[config.mk]
export PLATFORM = sky130hd
export DESIGN_NAME = mipi_pkt_parser
export DESIGN_NICKNAME = d
export VERILOG_FILES = /design/src/rtl/mipi_pkt_parser.sv
export SDC_FILE = /design/constraint.sdc
export NUM_CORES = 1
export LEC_CHECK = 0
export CAP_MARGIN = 15
export CORE_UTILIZATION = 55
export CTS_CLUSTER_DIAMETER = 50
export DETAILED_ROUTE_END_ITERATION = 7
export PLACE_DENSITY = 0.84
export SLEW_MARGIN = 20
export SYNTH_ARGS = -nofsm -noshare
export SYNTH_HDL_FRONTEND = slang
export SYNTH_SLANG_ARGS = --single-unit
export TNS_END_PERCENT = 100
[constraint.sdc]
create_clock -name sclk -period 4.6 [get_ports sclk]
set_input_delay 0.92 -clock sclk [delete_from_list [all_inputs] [get_ports sclk]]
set_output_delay 0.92 -clock sclk [all_outputs]
set_load 0.01 [all_outputs]
[src/rtl/mipi_pkt_parser.sv]
// -----------------------------------------------------------------------------
// mipi_pkt_parser
//
// Parses the CSI-2 packet stream delivered by the two-lane byte aligner as
// 16-bit words. Decodes the packet header (DI, WC, ECC), emits frame/line sync
// pulses for short packets, streams long-packet payload words, captures the
// trailing CRC word, and pulses packet_done so the aligner drops word_vld
// between packets. Every output is registered.
//
// Ports
//   sclk           in   byte clock, shared with the aligner
//   s_rst_n        in   asynchronous active-low reset
//   word_data[15:0] in  aligned word, low byte is the earlier stream byte
//   word_vld       in   word_data valid; held high until packet_done is seen
//   invalid_start  in   aligner start-skew error pulse (aborts a packet)
//   packet_done    out  one-cycle pulse at end of packet (normal or abort)
//   hdr_vld        out  one-cycle pulse, pkt_* fields updated
//   pkt_vc[1:0]    out  virtual channel, DI[7:6]
//   pkt_dt[5:0]    out  data type, DI[5:0]
//   pkt_wc[15:0]   out  word count in bytes
//   pkt_ecc[7:0]   out  header ECC byte (passed through, not checked)
//   frame_start    out  pulse for DT 0x00
//   frame_end      out  pulse for DT 0x01
//   line_start     out  pulse for DT 0x02
//   line_end       out  pulse for DT 0x03
//   pix_data[15:0] out  payload word
//   pix_vld        out  pix_data valid
//   pix_last       out  with pix_vld, final payload word of the packet
//   crc_data[15:0] out  received packet CRC, held until the next one arrives
//   pkt_err        out  one-cycle pulse on oversized WC or on abort
// -----------------------------------------------------------------------------
module mipi_pkt_parser #(
    parameter logic [15:0] MAX_WC = 16'd8192
) (
    input  logic        sclk,
    input  logic        s_rst_n,
    input  logic [15:0] word_data,
    input  logic        word_vld,
    input  logic        invalid_start,
    output logic        packet_done,
    output logic        hdr_vld,
    output logic [1:0]  pkt_vc,
    output logic [5:0]  pkt_dt,
    output logic [15:0] pkt_wc,
    output logic [7:0]  pkt_ecc,
    output logic        frame_start,
    output logic        frame_end,
    output logic        line_start,
    output logic        line_end,
    output logic [15:0] pix_data,
    output logic        pix_vld,
    output logic        pix_last,
    output logic [15:0] crc_data,
    output logic        pkt_err
);

    typedef enum logic [2:0] {
        S_IDLE,
        S_HDR1,
        S_PAYLOAD,
        S_CRC,
        S_WAIT_LOW
    } state_t;

    state_t      r_state;
    state_t      w_next_state;

    logic [7:0]  r_di;       // data identifier from header word 0
    logic [7:0]  r_wc_lo;    // WC[7:0] from header word 0
    logic [14:0] r_cnt;      // payload words still to receive

    // Header fields as seen while header word 1 is on the bus.
    logic [15:0] w_wc;
    logic        w_short;
    logic        w_oversize;
    logic [14:0] w_nwords;

    assign w_wc       = {word_data[7:0], r_wc_lo};
    assign w_short    = (r_di[5:4] == 2'b00);          // DT < 0x10
    assign w_oversize = (w_wc > MAX_WC);
    // ceil(WC/2) without the +1 carry: WC[15:1] + WC[0]. Only WC = 0xFFFF
    // would need a 16th bit, and that value is always rejected as oversized.
    assign w_nwords   = w_wc[15:1] + {14'd0, w_wc[0]};

    // Next-cycle values of the registered outputs and datapath strobes.
    logic w_packet_done;
    logic w_hdr_vld;
    logic w_frame_start;
    logic w_frame_end;
    logic w_line_start;
    logic w_line_end;
    logic w_pix_vld;
    logic w_pix_last;
    logic w_pkt_err;
    logic w_crc_load;
    logic w_hdr0_load;

    // -------------------------------------------------------------------------
    // State register
    // -------------------------------------------------------------------------
    // NOTE: sequential state uses non-blocking assignments so every register
    // samples the pre-edge values of the others, independent of block order.
    always_ff @(posedge sclk or negedge s_rst_n) begin
        if (!s_rst_n) begin
            r_state <= S_IDLE;
        end else begin
            r_state <= w_next_state;
        end
    end

    // -------------------------------------------------------------------------
    // Next-state logic
    // -------------------------------------------------------------------------
    // NOTE: every signal gets a default at the top of a combinational block so
    // no path through the case leaves it unassigned (which would infer a latch).
    always_comb begin
        w_next_state = r_state;
        case (r_state)
            S_IDLE: begin
                // invalid_start is deliberately ignored here.
                if (word_vld) w_next_state = S_HDR1;
            end
            S_HDR1: begin
                if (invalid_start) begin
                    w_next_state = S_WAIT_LOW;
                end else if (word_vld) begin
                    if (w_short || w_oversize) w_next_state = S_WAIT_LOW;
                    else if (w_wc == 16'd0)    w_next_state = S_CRC;
                    else                       w_next_state = S_PAYLOAD;
                end
            end
            S_PAYLOAD: begin
                if (invalid_start)                      w_next_state = S_WAIT_LOW;
                else if (word_vld && r_cnt == 15'd1)    w_next_state = S_CRC;
            end
            S_CRC: begin
                if (invalid_start || word_vld) w_next_state = S_WAIT_LOW;
            end
            S_WAIT_LOW: begin
                // The aligner still presents one stale word after packet_done;
                // only a low word_vld marks the gap before the next header.
                if (!word_vld) w_next_state = S_IDLE;
            end
            default: w_next_state = S_IDLE;
        endcase
    end

    // -------------------------------------------------------------------------
    // Output logic (next values of the registered outputs)
    // -------------------------------------------------------------------------
    always_comb begin
        w_packet_done = 1'b0;
        w_hdr_vld     = 1'b0;
        w_frame_start = 1'b0;
        w_frame_end   = 1'b0;
        w_line_start  = 1'b0;
        w_line_end    = 1'b0;
        w_pix_vld     = 1'b0;
        w_pix_last    = 1'b0;
        w_pkt_err     = 1'b0;
        w_crc_load    = 1'b0;
        w_hdr0_load   = 1'b0;
        case (r_state)
            S_IDLE: begin
                w_hdr0_load = word_vld;
            end
            S_HDR1: begin
                if (invalid_start) begin
                    w_pkt_err     = 1'b1;
                    w_packet_done = 1'b1;
                end else if (word_vld) begin
                    w_hdr_vld = 1'b1;
                    if (w_short) begin
                        w_packet_done = 1'b1;
                        w_frame_start = (r_di[5:0] == 6'h00);
                        w_frame_end   = (r_di[5:0] == 6'h01);
                        w_line_start  = (r_di[5:0] == 6'h02);
                        w_line_end    = (r_di[5:0] == 6'h03);
                    end else if (w_oversize) begin
                        w_pkt_err     = 1'b1;
                        w_packet_done = 1'b1;
                    end
                end
            end
            S_PAYLOAD: begin
                if (invalid_start) begin
                    w_pkt_err     = 1'b1;
                    w_packet_done = 1'b1;
                end else if (word_vld) begin
                    w_pix_vld  = 1'b1;
                    w_pix_last = (r_cnt == 15'd1);
                end
            end
            S_CRC: begin
                if (invalid_start) begin
                    w_pkt_err     = 1'b1;
                    w_packet_done = 1'b1;
                end else if (word_vld) begin
                    w_crc_load    = 1'b1;
                    w_packet_done = 1'b1;
                end
            end
            default: ;
        endcase
    end

    // -------------------------------------------------------------------------
    // Header capture and payload counter
    // -------------------------------------------------------------------------
    always_ff @(posedge sclk or negedge s_rst_n) begin
        if (!s_rst_n) begin
            r_di    <= 8'd0;
            r_wc_lo <= 8'd0;
            r_cnt   <= 15'd0;
        end else begin
            if (w_hdr0_load) begin
                r_di    <= word_data[7:0];
                r_wc_lo <= word_data[15:8];
            end
            // Loaded on every accepted header; only meaningful in PAYLOAD.
            if (w_hdr_vld)      r_cnt <= w_nwords;
            else if (w_pix_vld) r_cnt <= r_cnt - 15'd1;
        end
    end

    // -------------------------------------------------------------------------
    // Output registers
    // -------------------------------------------------------------------------
    always_ff @(posedge sclk or negedge s_rst_n) begin
        if (!s_rst_n) begin
            packet_done <= 1'b0;
            hdr_vld     <= 1'b0;
            pkt_vc      <= 2'd0;
            pkt_dt      <= 6'd0;
            pkt_wc      <= 16'd0;
            pkt_ecc     <= 8'd0;
            frame_start <= 1'b0;
            frame_end   <= 1'b0;
            line_start  <= 1'b0;
            line_end    <= 1'b0;
            pix_data    <= 16'd0;
            pix_vld     <= 1'b0;
            pix_last    <= 1'b0;
            crc_data    <= 16'd0;
            pkt_err     <= 1'b0;
        end else begin
            packet_done <= w_packet_done;
            hdr_vld     <= w_hdr_vld;
            frame_start <= w_frame_start;
            frame_end   <= w_frame_end;
            line_start  <= w_line_start;
            line_end    <= w_line_end;
            pix_vld     <= w_pix_vld;
            pix_last    <= w_pix_last;
            pkt_err     <= w_pkt_err;
            if (w_hdr_vld) begin
                pkt_vc  <= r_di[7:6];
                pkt_dt  <= r_di[5:0];
                pkt_wc  <= w_wc;
                pkt_ecc <= word_data[15:8];
            end
            if (w_pix_vld)  pix_data <= word_data;
            if (w_crc_load) crc_data <= word_data;
        end
    end

endmodule

==> impl_metrics.yaml, run 1 <==
outcome:
  outcome: "finished, final reports clean"
clock_tree:
  htreeDepth: 3
  cts_repair_resize_count: 0
  cts_made_buffers: 9
  cts_max_path_buffers: 2
  clock_slew_seen_by_the_registers_of_the_worst_setup_and_hold_paths_ps: 100
  cts_tree: "yes"
  hold_bufs_at_cts: 0
  worst_skew_pair.late_latency_ps: 370
  ctsRootBufferMaster: "clkbuf_8"
  clkSinkCount: 107
  post-cts-setup-buffer-count: 0
die:
  core_area_um2: 8220
  initial_utilization: 0.571
  floorplan.rows: 33
  io_pins: 93
  fp.dieW_um: 94.3
  die_area_um2: 8900
  die_h_um: 94.3
final_layout:
  layout-drive-gt1-share: 0.0886
  final_nets: 563
  area_growth_syn_to_layout_pct: 25.0
  nFillCells: 577
  sequential_cell_area_um2: 2680
  antennaDiodeCount: 0
  multi_input_logic_area_um2: 1870
timing:
  period_minus_slack_ps: 2880
  postLayoutSetupSlackWorst_ps: 1720
  grt_setup_unrepaired: "false"
  setup_viol: 0
  hold_violations: 0
  timing.final.max_slew_violations: 0
  finalCritPeriodShare: 0.627
  setup_total_negative_slack_ps: 0
  clock.fmax_mhz: 347
  worst-slew-pin-transition_ps: 957
  fin_skew_ps: 11.8
  max-slew-margin-rel: 0.360
synthesis:
  synth_most_common_cell: "nand2_1"
  area_share_of_the_largest_cell_type_after_synthesis: 0.571
  synth-seq-area-share: 0.571
  synth_fp_nets: 480
  post_synth_most_frequent_cells: "nand2_1 (159), dfrtp_1 (107), clkbuf_1 (18), mux2_1 (16), mux2_2 (15)"
  synth_async_sr_flop_share: 1.00
  yosys.cell_types.count: 48
  yosysWarningCount: 0
  synthCells: 455
  synth-edff-count: 0
  synth_seq_cells: 107
  synth_top_flop_cell: "dfrtp_1"
  synth_area_leaders: "dfrtp_1 (57%), nand2_1 (13%), mux2_1 (3.8%)"
  synth_area_leader_cell: "dfrtp_1"
  synthesis.area_um2: 4690
  mean_instance_size_in_the_synthesized_netlist_um2: 10.3
routing:
  final_antenna_net_count: 0
  drc: 0
  detail_route.first_pass.iterations: 5
  detailroute.via_count: 3681
  wl_um: 11300
  detail_route.iter0.violations: 211
  dr_vias_cell: 5.69
  detail_route.wl_per_cell_um: 17.5
place:
  portBuffers: 92
  post-place-ws_ps: 1380
  post-dp-hpwl_um: 7730
  routabilityCongestion: 0.818
global_route:
  vias_in_the_first_global_route: 3702
  grt_max_degree: 47
  first_pass_grt_wire_length_um: 18600
  antenna_found_initial: 0
  global_route.overflow_total: 0
  grt_usage: 0.277
power:
  power-per-cell-area_nw_per_um2: 543
  ir_worst_vdd_v: 0.000257
  power_leakage_nw: 2.71
setup_path:
  cp_data_arrival_time_ps: 3130
  crit_path_start_kind: "primary input"
  path_class: "primary input to flop"
  timing.critical_path.fanout_max: 16
  required_time_of_the_worst_setup_path_ps: 4850
  setup.worst_path.end_class: "flop"
worst_hold_path:
  hold_class: "primary input to asynchronous set/reset pin"
run:
  cap_viol_max_count: 0
registers in the layout, indices dropped and copies added (netlist names), 2 cells and up:
name      flops
pkt_ecc       8
r_di          8
r_cnt        15
pkt_wc       16
pix_data     16
r_wc_lo       8
crc_data     16
r_state       3
pkt_dt        6
pkt_vc        2
path summary, 6_finish.rpt:
kind	from	end	slack (ps)	cells after the start
min	s_rst_n	r_state[2]$_DFFE_PN0P_	430	1
max in group asynchronous	s_rst_n	crc_data[8]$_DFFE_PN0P_	3290	2
max	invalid_start	crc_data[12]$_DFFE_PN0P_	1720	4
min reg2reg	r_di[7]$_DFFE_PN0P_	pkt_vc[1]$_DFFE_PN0P_	480	2
max reg2reg	r_state[2]$_DFFE_PN0P_	crc_data[12]$_DFFE_PN0P_	2240	3
min in group sclk	r_di[7]$_DFFE_PN0P_	pkt_vc[1]$_DFFE_PN0P_	480	2
stage by stage:
step                hold WS [ps]  cell area [µm²]  std cells   util  total power, W
floorplan                    432             4690        455      -         0.00205
global placement             447             5650        631  0.688         0.00253
detailed placement           461             5650        631  0.688         0.00259
CTS                          433             5850        646  0.712         0.00318
global route                 430             5860        647  0.713         0.00337
finish                       434             5860        647  0.713         0.00318
critical path, stage by stage:
cell             delay [ps]
clkdlybuf4s50_1         490
nor2_1                  300
nand4_1                 800
mux2_1                  620
metal layers:
| metal | wire (µm) | GRT usage | vias up |
|---|---|---|---|
| met4 | 260 | 0.123 | 0 |
| met1 | 4930 | 0.371 | 1834 |
| li1 | - | - | 1686 |
| met3 | 603 | 0.0558 | 26 |
| met5 | 0 | 0 | - |
| met2 | 5560 | 0.437 | 135 |
cells by family (layout without fill, tap and decap cells):
group | after synthesis | in the layout | synth area share
buffers and inverters | 33 | 120 | 0.0310
multiplexers | 36 | 36 | 0.0851
AO/OA/AOI/OAI | 32 | 32 | 0.0427
AND/OR/NAND/NOR | 221 | 221 | 0.218
XOR/XNOR | 21 | 21 | 0.0392
flip-flops | 107 | 107 | 0.571
adder cells (fa/ha/maj) | 5 | 5 | 0.0133
power by group:
| group | internal [W] | switching [W] |
|---|---|---|
| registers | 0.00125 | 0.000287 |
| clock network | 0.000256 | 0.000332 |
| logic | 0.000563 | 0.000494 |
| total | 0.00207 | 0.00111 |
layout by cell type, fill, tap and decap left out, types with 3 or more instances in the layout:
cell / synthesis / layout
nand4_1: 7 / 7
mux2_1: 16 / 16
dfrtp_1: 107 / 107
xnor2_1: 11 / 11
inv_2: 3 / 3
o21ai_0: 4 / 4
o21ai_1: 5 / 5
mux2i_1: 5 / 5
ha_1: 5 / 5
clkdlybuf4s50_1: 0 / 91
a21oi_1: 11 / 11
and3_1: 3 / 3
xor2_1: 10 / 10
nand2_1: 159 / 159
buf_4: 0 / 5
inv_1: 5 / 5
clkbuf_8: 0 / 9
nor3_1: 8 / 8
nor2_1: 9 / 9
nor4_1: 7 / 7
nand3_1: 8 / 8
and4_1: 3 / 3
mux2_2: 15 / 15
final cells by class:
class / count / share of cell area
Sequential cell: 107 / 0.457
Clock buffer: 9 / 0.0211
Inverter: 8 / 0.00512
Tap cell: 105 / 0.0224
Multi-Input combinational cell: 315 / 0.318
Timing Repair Buffer: 97 / 0.164
Clock inverter: 6 / 0.0126
No activity file was read; power rests on OpenSTA's default activity.
==> inputs of run 2 (changes only) <==
--- a/config.mk
+++ b/config.mk
@@ -6,10 +6,10 @@
 export NUM_CORES = 1
 export LEC_CHECK = 0
 export CAP_MARGIN = 15
-export CORE_UTILIZATION = 55
+export CORE_UTILIZATION = 52
 export CTS_CLUSTER_DIAMETER = 50
 export DETAILED_ROUTE_END_ITERATION = 7
-export PLACE_DENSITY = 0.84
+export PLACE_DENSITY = 0.8
 export SLEW_MARGIN = 20
 export SYNTH_ARGS = -nofsm -noshare
 export SYNTH_HDL_FRONTEND = slang
==> constraint.sdc (replaced) <==
create_clock -name sclk -period 2.85 [get_ports sclk]
set_input_delay 0.57 -clock sclk [delete_from_list [all_inputs] [get_ports sclk]]
set_output_delay 0.57 -clock sclk [all_outputs]
set_load 0.01 [all_outputs]
==> run 2 against run 1 <==
Against the previous run: register-to-register slack worse by 1500 ps; non-clock buffer count up 7; design area up 1.1%; clock skew down 2.3 ps; clock power up 55%; sequential power up 61%; first-iteration DRC count up 5.2%; via count down 0.76%; critical path type unchanged; largest power group unchanged.
==> impl_metrics.yaml, run 2 (synthesized netlist as in run 1, its figures left out) <==
outcome:
  outcome: "finished, final reports clean"
die:
  die_area_um2: 9400
  fp.dieW_um: 97.0
  core_area_um2: 8720
  die_h_um: 97.0
  initial_utilization: 0.538
  io_pins: 93
  floorplan.rows: 34
final_layout:
  layout-drive-gt1-share: 0.102
  commonest_cells_after_routing_fill_and_taps_aside: "nand2_1 (159), dfrtp_1 (107), clkdlybuf4s50_1 (91)"
  mostFrequentLayoutCell: "nand2_1"
  antennaDiodeCount: 0
  area_growth_syn_to_layout_pct: 26.4
  final_nets: 570
  largestRegisters: "crc_data x16, pix_data x16, pkt_wc x16"
power:
  fraction_of_power_consumed_by_sequential_logic: 0.486
  power.switching_w: 0.00183
  power_leakage_nw: 2.75
  clock_power_share: 0.179
  power-per-cell-area_nw_per_um2: 861
  sw_frac_of_total: 0.358
  ir_worst_vdd_v: 0.000447
  combPwrFrac: 0.335
  p_int_w: 0.00327
setup_path:
  required_time_of_the_worst_setup_path_ps: 3100
  cp.buffers_inverters: 1
  path_class: "primary input to flop"
  cpPeakStageDelay_ps: 510
  timing.critical_path.fanout_max: 7
  timing.critical_path.cells: "clkdlybuf4s50_1, nor4b_2, nand3_4, nor4_1, xnor2_1, mux2i_1"
  setup.worst_path.end_class: "flop"
  cp_data_arrival_time_ps: 2410
  crit_path_top_delay_cell: "nor4b_2"
  cpLargestDelayFamily: "simple AND/OR/NAND/NOR gates"
  crit_path_start_kind: "primary input"
clock_tree:
  cts_max_path_buffers: 2
  post-cts-setup-buffer-count: 0
  cts_repair_resize_count: 0
  clock_slew_seen_by_the_registers_of_the_worst_setup_and_hold_paths_ps: 110
  worst_skew_pair.late_latency_ps: 380
  hold_bufs_at_cts: 0
  cts_tree: "yes"
  cts_made_buffers: 9
  clkSinkCount: 107
  ctsRootBufferMaster: "clkbuf_8"
  htreeDepth: 3
global_route:
  antenna_found_initial: 0
  first_pass_grt_wire_length_um: 18900
  vias_in_the_first_global_route: 3767
  global_route.overflow_total: 0
  grt_max_degree: 65
  grt_usage: 0.252
timing:
  period_minus_slack_ps: 2160
  fin_skew_ps: 9.50
  max-slew-margin-rel: 0.624
  finalCritPeriodShare: 0.756
  postLayoutSetupSlackWorst_ps: 694
  clock.fmax_mhz: 464
  hold_violations: 0
  grt_setup_unrepaired: "false"
  setup_viol: 0
  setup_total_negative_slack_ps: 0
  worst-slew-pin-transition_ps: 564
  timing.final.max_slew_violations: 0
routing:
  detail_route.iter0.violations: 222
  drc: 0
  final_antenna_net_count: 0
  detailroute.via_count: 3653
  wl_um: 11200
  detail_route.wl_per_cell_um: 17.0
  dr_vias_cell: 5.55
  detail_route.first_pass.iterations: 4
place:
  post-dp-hpwl_um: 7890
  post-place-ws_ps: 318
  routabilityCongestion: 0.855
  portBuffers: 92
worst_hold_path:
  hold_class: "primary input to asynchronous set/reset pin"
run:
  cap_viol_max_count: 0
## run 2: cell types whose count changed in the layout (fill, tap and decap cells not counted)
cell / delta
bufinv_16: -1
buf_12: +1
clkinv_8: +1
buf_4: +7
clkinvlp_4: -2
clkinv_4: +2
inv_6: +1
buf_6: -1
## run 2: metrics by stage
stage                     std cells  total power (W)  hold WS [ps]  cell area, µm²   util
after detailed placement        642          0.00421           452            5730  0.657
after floorplan                 455          0.00330           274            4690      -
final                           658          0.00510           170            5920  0.679
after global routing            658          0.00541           195            5920  0.679
after global placement          642          0.00413           446            5730  0.657
after CTS                       658          0.00512           181            5920  0.679
## run 2: worst reg2reg max path, cell delays in order, from the launching register on
cell and delay, ps:
dfrtp_1 460, or4_4 580, or4_4 470, nor3_2 210, xnor2_1 160, mux2i_1 90
## run 2: power by group through the flow
| stage | Combinational [W] | Sequential, W | Clock (W) |
|---|---|---|---|
| floorplan | 0.000814 | 0.00249 | 0 |
| global placement | 0.00166 | 0.00247 | 0 |
| detailed placement | 0.00171 | 0.00250 | 0 |
| CTS | 0.00172 | 0.00247 | 0.000922 |
| global route | 0.00188 | 0.00255 | 0.000981 |
| finish | 0.00171 | 0.00248 | 0.000914 |
## run 2: cell type report
cell class | count | area [µm²]
inverters | 8 | 30.0
flip-flops and latches | 107 | 2680
repair buffers | 104 | 1020
clock buffers | 9 | 124
fillers | 630 | 2800
well taps | 108 | 135
clock inverters | 7 | 71.3
multi-input cells | 315 | 1870
## run 2: final timing paths
path	start	end	cells after the start	slack [ps]
min in group sclk	r_di[7]$_DFFE_PN0P_	pkt_vc[1]$_DFFE_PN0P_	2	470
hold / removal	s_rst_n	crc_data[14]$_DFFE_PN0P_	1	170
setup reg to reg	r_cnt[7]$_DFFE_PN0P_	r_cnt[13]$_DFFE_PN0P_	5	760
hold reg to reg	r_di[7]$_DFFE_PN0P_	pkt_vc[1]$_DFFE_PN0P_	2	470
setup / recovery	invalid_start	r_cnt[11]$_DFFE_PN0P_	6	690
max in group asynchronous	s_rst_n	r_cnt[12]$_DFFE_PN0P_	2	1930
## run 2: layer usage
layer  vias to the layer above  track usage  share of wire
li1                       1699            -              -
met3                        13       0.0578          0.069
met2                       112        0.385           0.48
met4                         0       0.0838          0.011
met1                      1829        0.356           0.44
met5                         -            0              0
==> inputs of run 3 (changes only) <==
--- a/config.mk
+++ b/config.mk
@@ -6,10 +6,10 @@
 export NUM_CORES = 1
 export LEC_CHECK = 0
 export CAP_MARGIN = 15
-export CORE_UTILIZATION = 52
+export CORE_UTILIZATION = 47
 export CTS_CLUSTER_DIAMETER = 50
 export DETAILED_ROUTE_END_ITERATION = 7
-export PLACE_DENSITY = 0.8
+export PLACE_DENSITY = 0.77
 export SLEW_MARGIN = 20
 export SYNTH_ARGS = -nofsm -noshare
 export SYNTH_HDL_FRONTEND = slang
==> constraint.sdc (replaced) <==
create_clock -name sclk -period 1.9 [get_ports sclk]
set_input_delay 0.38 -clock sclk [delete_from_list [all_inputs] [get_ports sclk]]
set_output_delay 0.38 -clock sclk [all_outputs]
set_load 0.01 [all_outputs]
==> run 3 against run 2 <==
Against the previous run: the run now ends with negative setup slack left; sequential share of layout area fell by 3.0 points; non-clock buffer count rose by 40; largest power group unchanged; combinational power rose by 65%; worst setup slack got worse by 740 ps; core utilization fell by 2.7 points; design area rose by 7.2%; largest cell class unchanged.
==> impl_metrics.yaml, run 3 (synthesized netlist as in run 1, its figures left out) <==
routing:
  drc: 0
  final_antenna_net_count: 0
  detail_route.iter0.violations: 190
  detailroute.via_count: 3785
  detail_route.wl_per_cell_um: 16.6
  detail_route.first_pass.iterations: 4
  wl_um: 12000
  dr_vias_cell: 5.24
place:
  dp.cells: 706
  routabilityCongestion: 0.837
  postPlaceCellArea_um2: 6100
  post-dp-hpwl_um: 8820
  portBuffers: 92
outcome:
  violations: "negative setup slack"
  outcome: "finished with violations"
timing:
  clock.fmax_mhz: 515
  hold-worst-slack_ps: 485
  period_minus_slack_ps: 1940
  fin_skew_ps: 12.5
  setup_viol: 2
  grt_setup_unrepaired: "true"
  max-slew-margin-rel: 0.715
  worst-slew-pin-transition_ps: 423
  hold_violations: 0
  postLayoutSetupSlackWorst_ps: -41.3
  finalCritPeriodShare: 1.02
  timing.final.max_slew_violations: 0
setup_path:
  setup.worst_path.end_class: "flop"
  cpPeakStageDelay_ps: 530
  path_class: "flop to flop"
  timing.critical_path.fanout_max: 4
  required_time_of_the_worst_setup_path_ps: 2170
  crit_path_top_delay_cell: "or4_4"
  timing.critical_path.cells: "or4_4, or4_4, nor3_4, xnor2_1, mux2i_1"
  cp_data_arrival_time_ps: 2210
  crit_path_frequent_cell: "or4_4"
  crit_path_start_kind: "flop"
clock_tree:
  worst_skew_pair.late_latency_ps: 390
  ctsRootBufferMaster: "clkbuf_8"
  cts_max_path_buffers: 2
  clkSinkCount: 107
  cts_made_buffers: 9
  htreeDepth: 3
  clock_slew_seen_by_the_registers_of_the_worst_setup_and_hold_paths_ps: 100
  post-cts-setup-buffer-count: 0
  cts_tree: "yes"
final_layout:
  layout.cells.non_filler: 723
  area_growth_syn_to_layout_pct: 35.4
  antennaDiodeCount: 0
  mostFrequentLayoutCell: "nand2_1"
  commonest_cells_after_routing_fill_and_taps_aside: "nand2_1 (159), dfrtp_1 (107), clkdlybuf4s50_1 (91)"
  final_design_area_no_fill_um2: 6350
  largestRegisters: "crc_data x16, pix_data x16, pkt_wc x16"
  layout-drive-gt1-share: 0.164
  final_nets: 610
die:
  io_pins: 93
  core_area_um2: 9730
  initial_utilization: 0.482
  die_area_um2: 10400
  fp.dieW_um: 102
  floorplan.rows: 36
  die_h_um: 102
power:
  power.switching_w: 0.00275
  ir_worst_vdd_v: 0.000754
  sw_frac_of_total: 0.347
  fraction_of_power_consumed_by_sequential_logic: 0.460
  p_int_w: 0.00519
  power_leakage_nw: 2.98
  combPwrFrac: 0.355
  power-per-cell-area_nw_per_um2: 1250
  clock_power_share: 0.184
global_route:
  first_pass_grt_wire_length_um: 19100
  grt_usage: 0.249
  grt_max_degree: 33
  global_route.overflow_total: 0
  antenna_found_initial: 0
  vias_in_the_first_global_route: 3826
worst_hold_path:
  hold_class: "primary input to asynchronous set/reset pin"
run:
  cap_viol_max_count: 0
[run 3: worst paths after layout]
check / from / end / slack (ps) / cells after the start
min in group sclk: pkt_wc[15]$_DFFE_PN0P_ / pkt_wc[15]$_DFFE_PN0P_ / 490 / 2
worst max register to register: r_cnt[9]$_DFFE_PN0P_ / r_cnt[14]$_DFFE_PN0P_ / -40 / 5
max in group asynchronous: s_rst_n / pkt_wc[8]$_DFFE_PN0P_ / 840 / 3
worst max-delay path: r_cnt[9]$_DFFE_PN0P_ / r_cnt[14]$_DFFE_PN0P_ / -40 / 5
worst min register to register: pkt_wc[15]$_DFFE_PN0P_ / pkt_wc[15]$_DFFE_PN0P_ / 490 / 2
worst min-delay path: s_rst_n / pix_data[12]$_DFFE_PN0P_ / 490 / 2
[run 3: layer usage]
layer,wire (µm),share of wire,vias up,GRT usage
met3,828,0.069,19,0.0828
li1,-,-,1780,-
met5,0,0,-,0
met1,5230,0.44,1875,0.318
met2,5690,0.48,111,0.397
met4,228,0.019,0,0.0912
[run 3: what timing repair did]
action                     in CTS  in global routing
pin swaps                       0                  2
resized for setup               2                  3
gates cloned                    0                  0
hold buffers                    1                  0
setup endpoints to repair       2                 10
hold endpoints to repair       29                  0
[run 3: cell type report]
type	count	area [µm²]
clock inverter	6	83.8
multi-input combinational	315	1890
timing repair buffer	144	1370
inverter	8	30.0
sequential	107	2680
tap	133	166
fill	773	3380
clock buffer	10	128
[run 3: power by group through the flow]
stage / Sequential, W / Combinational (W) / Clock [W]
after floorplan: 0.00373 / 0.00122 / 0
after global placement: 0.00364 / 0.00275 / 0
after detailed placement: 0.00367 / 0.00281 / 0
after CTS: 0.00364 / 0.00283 / 0.00150
after global routing: 0.00375 / 0.00310 / 0.00158
final: 0.00366 / 0.00282 / 0.00146
[run 3: critical path: cells and delay by family, from the launching register on]
family	cells	cell delay, ps
xor+xnor	1	130
flops	1	400
mux	1	90
simple gates	3	1200
[run 3: per-stage QoR]
stage / worst slack [ps] / utilization / TNS (ps) / power (W)
6_report: -41.3 / 0.653 / -62.5 / 0.00794
4_1_cts: -51.5 / 0.651 / -75.9 / 0.00797
3_3_place_gp: -246 / 0.627 / -6490 / 0.00639
2_1_floorplan: 0.242 / - / 0 / 0.00495
5_1_grt: -91.6 / 0.653 / -234 / 0.00843
3_5_place_dp: -318 / 0.627 / -14760 / 0.00648
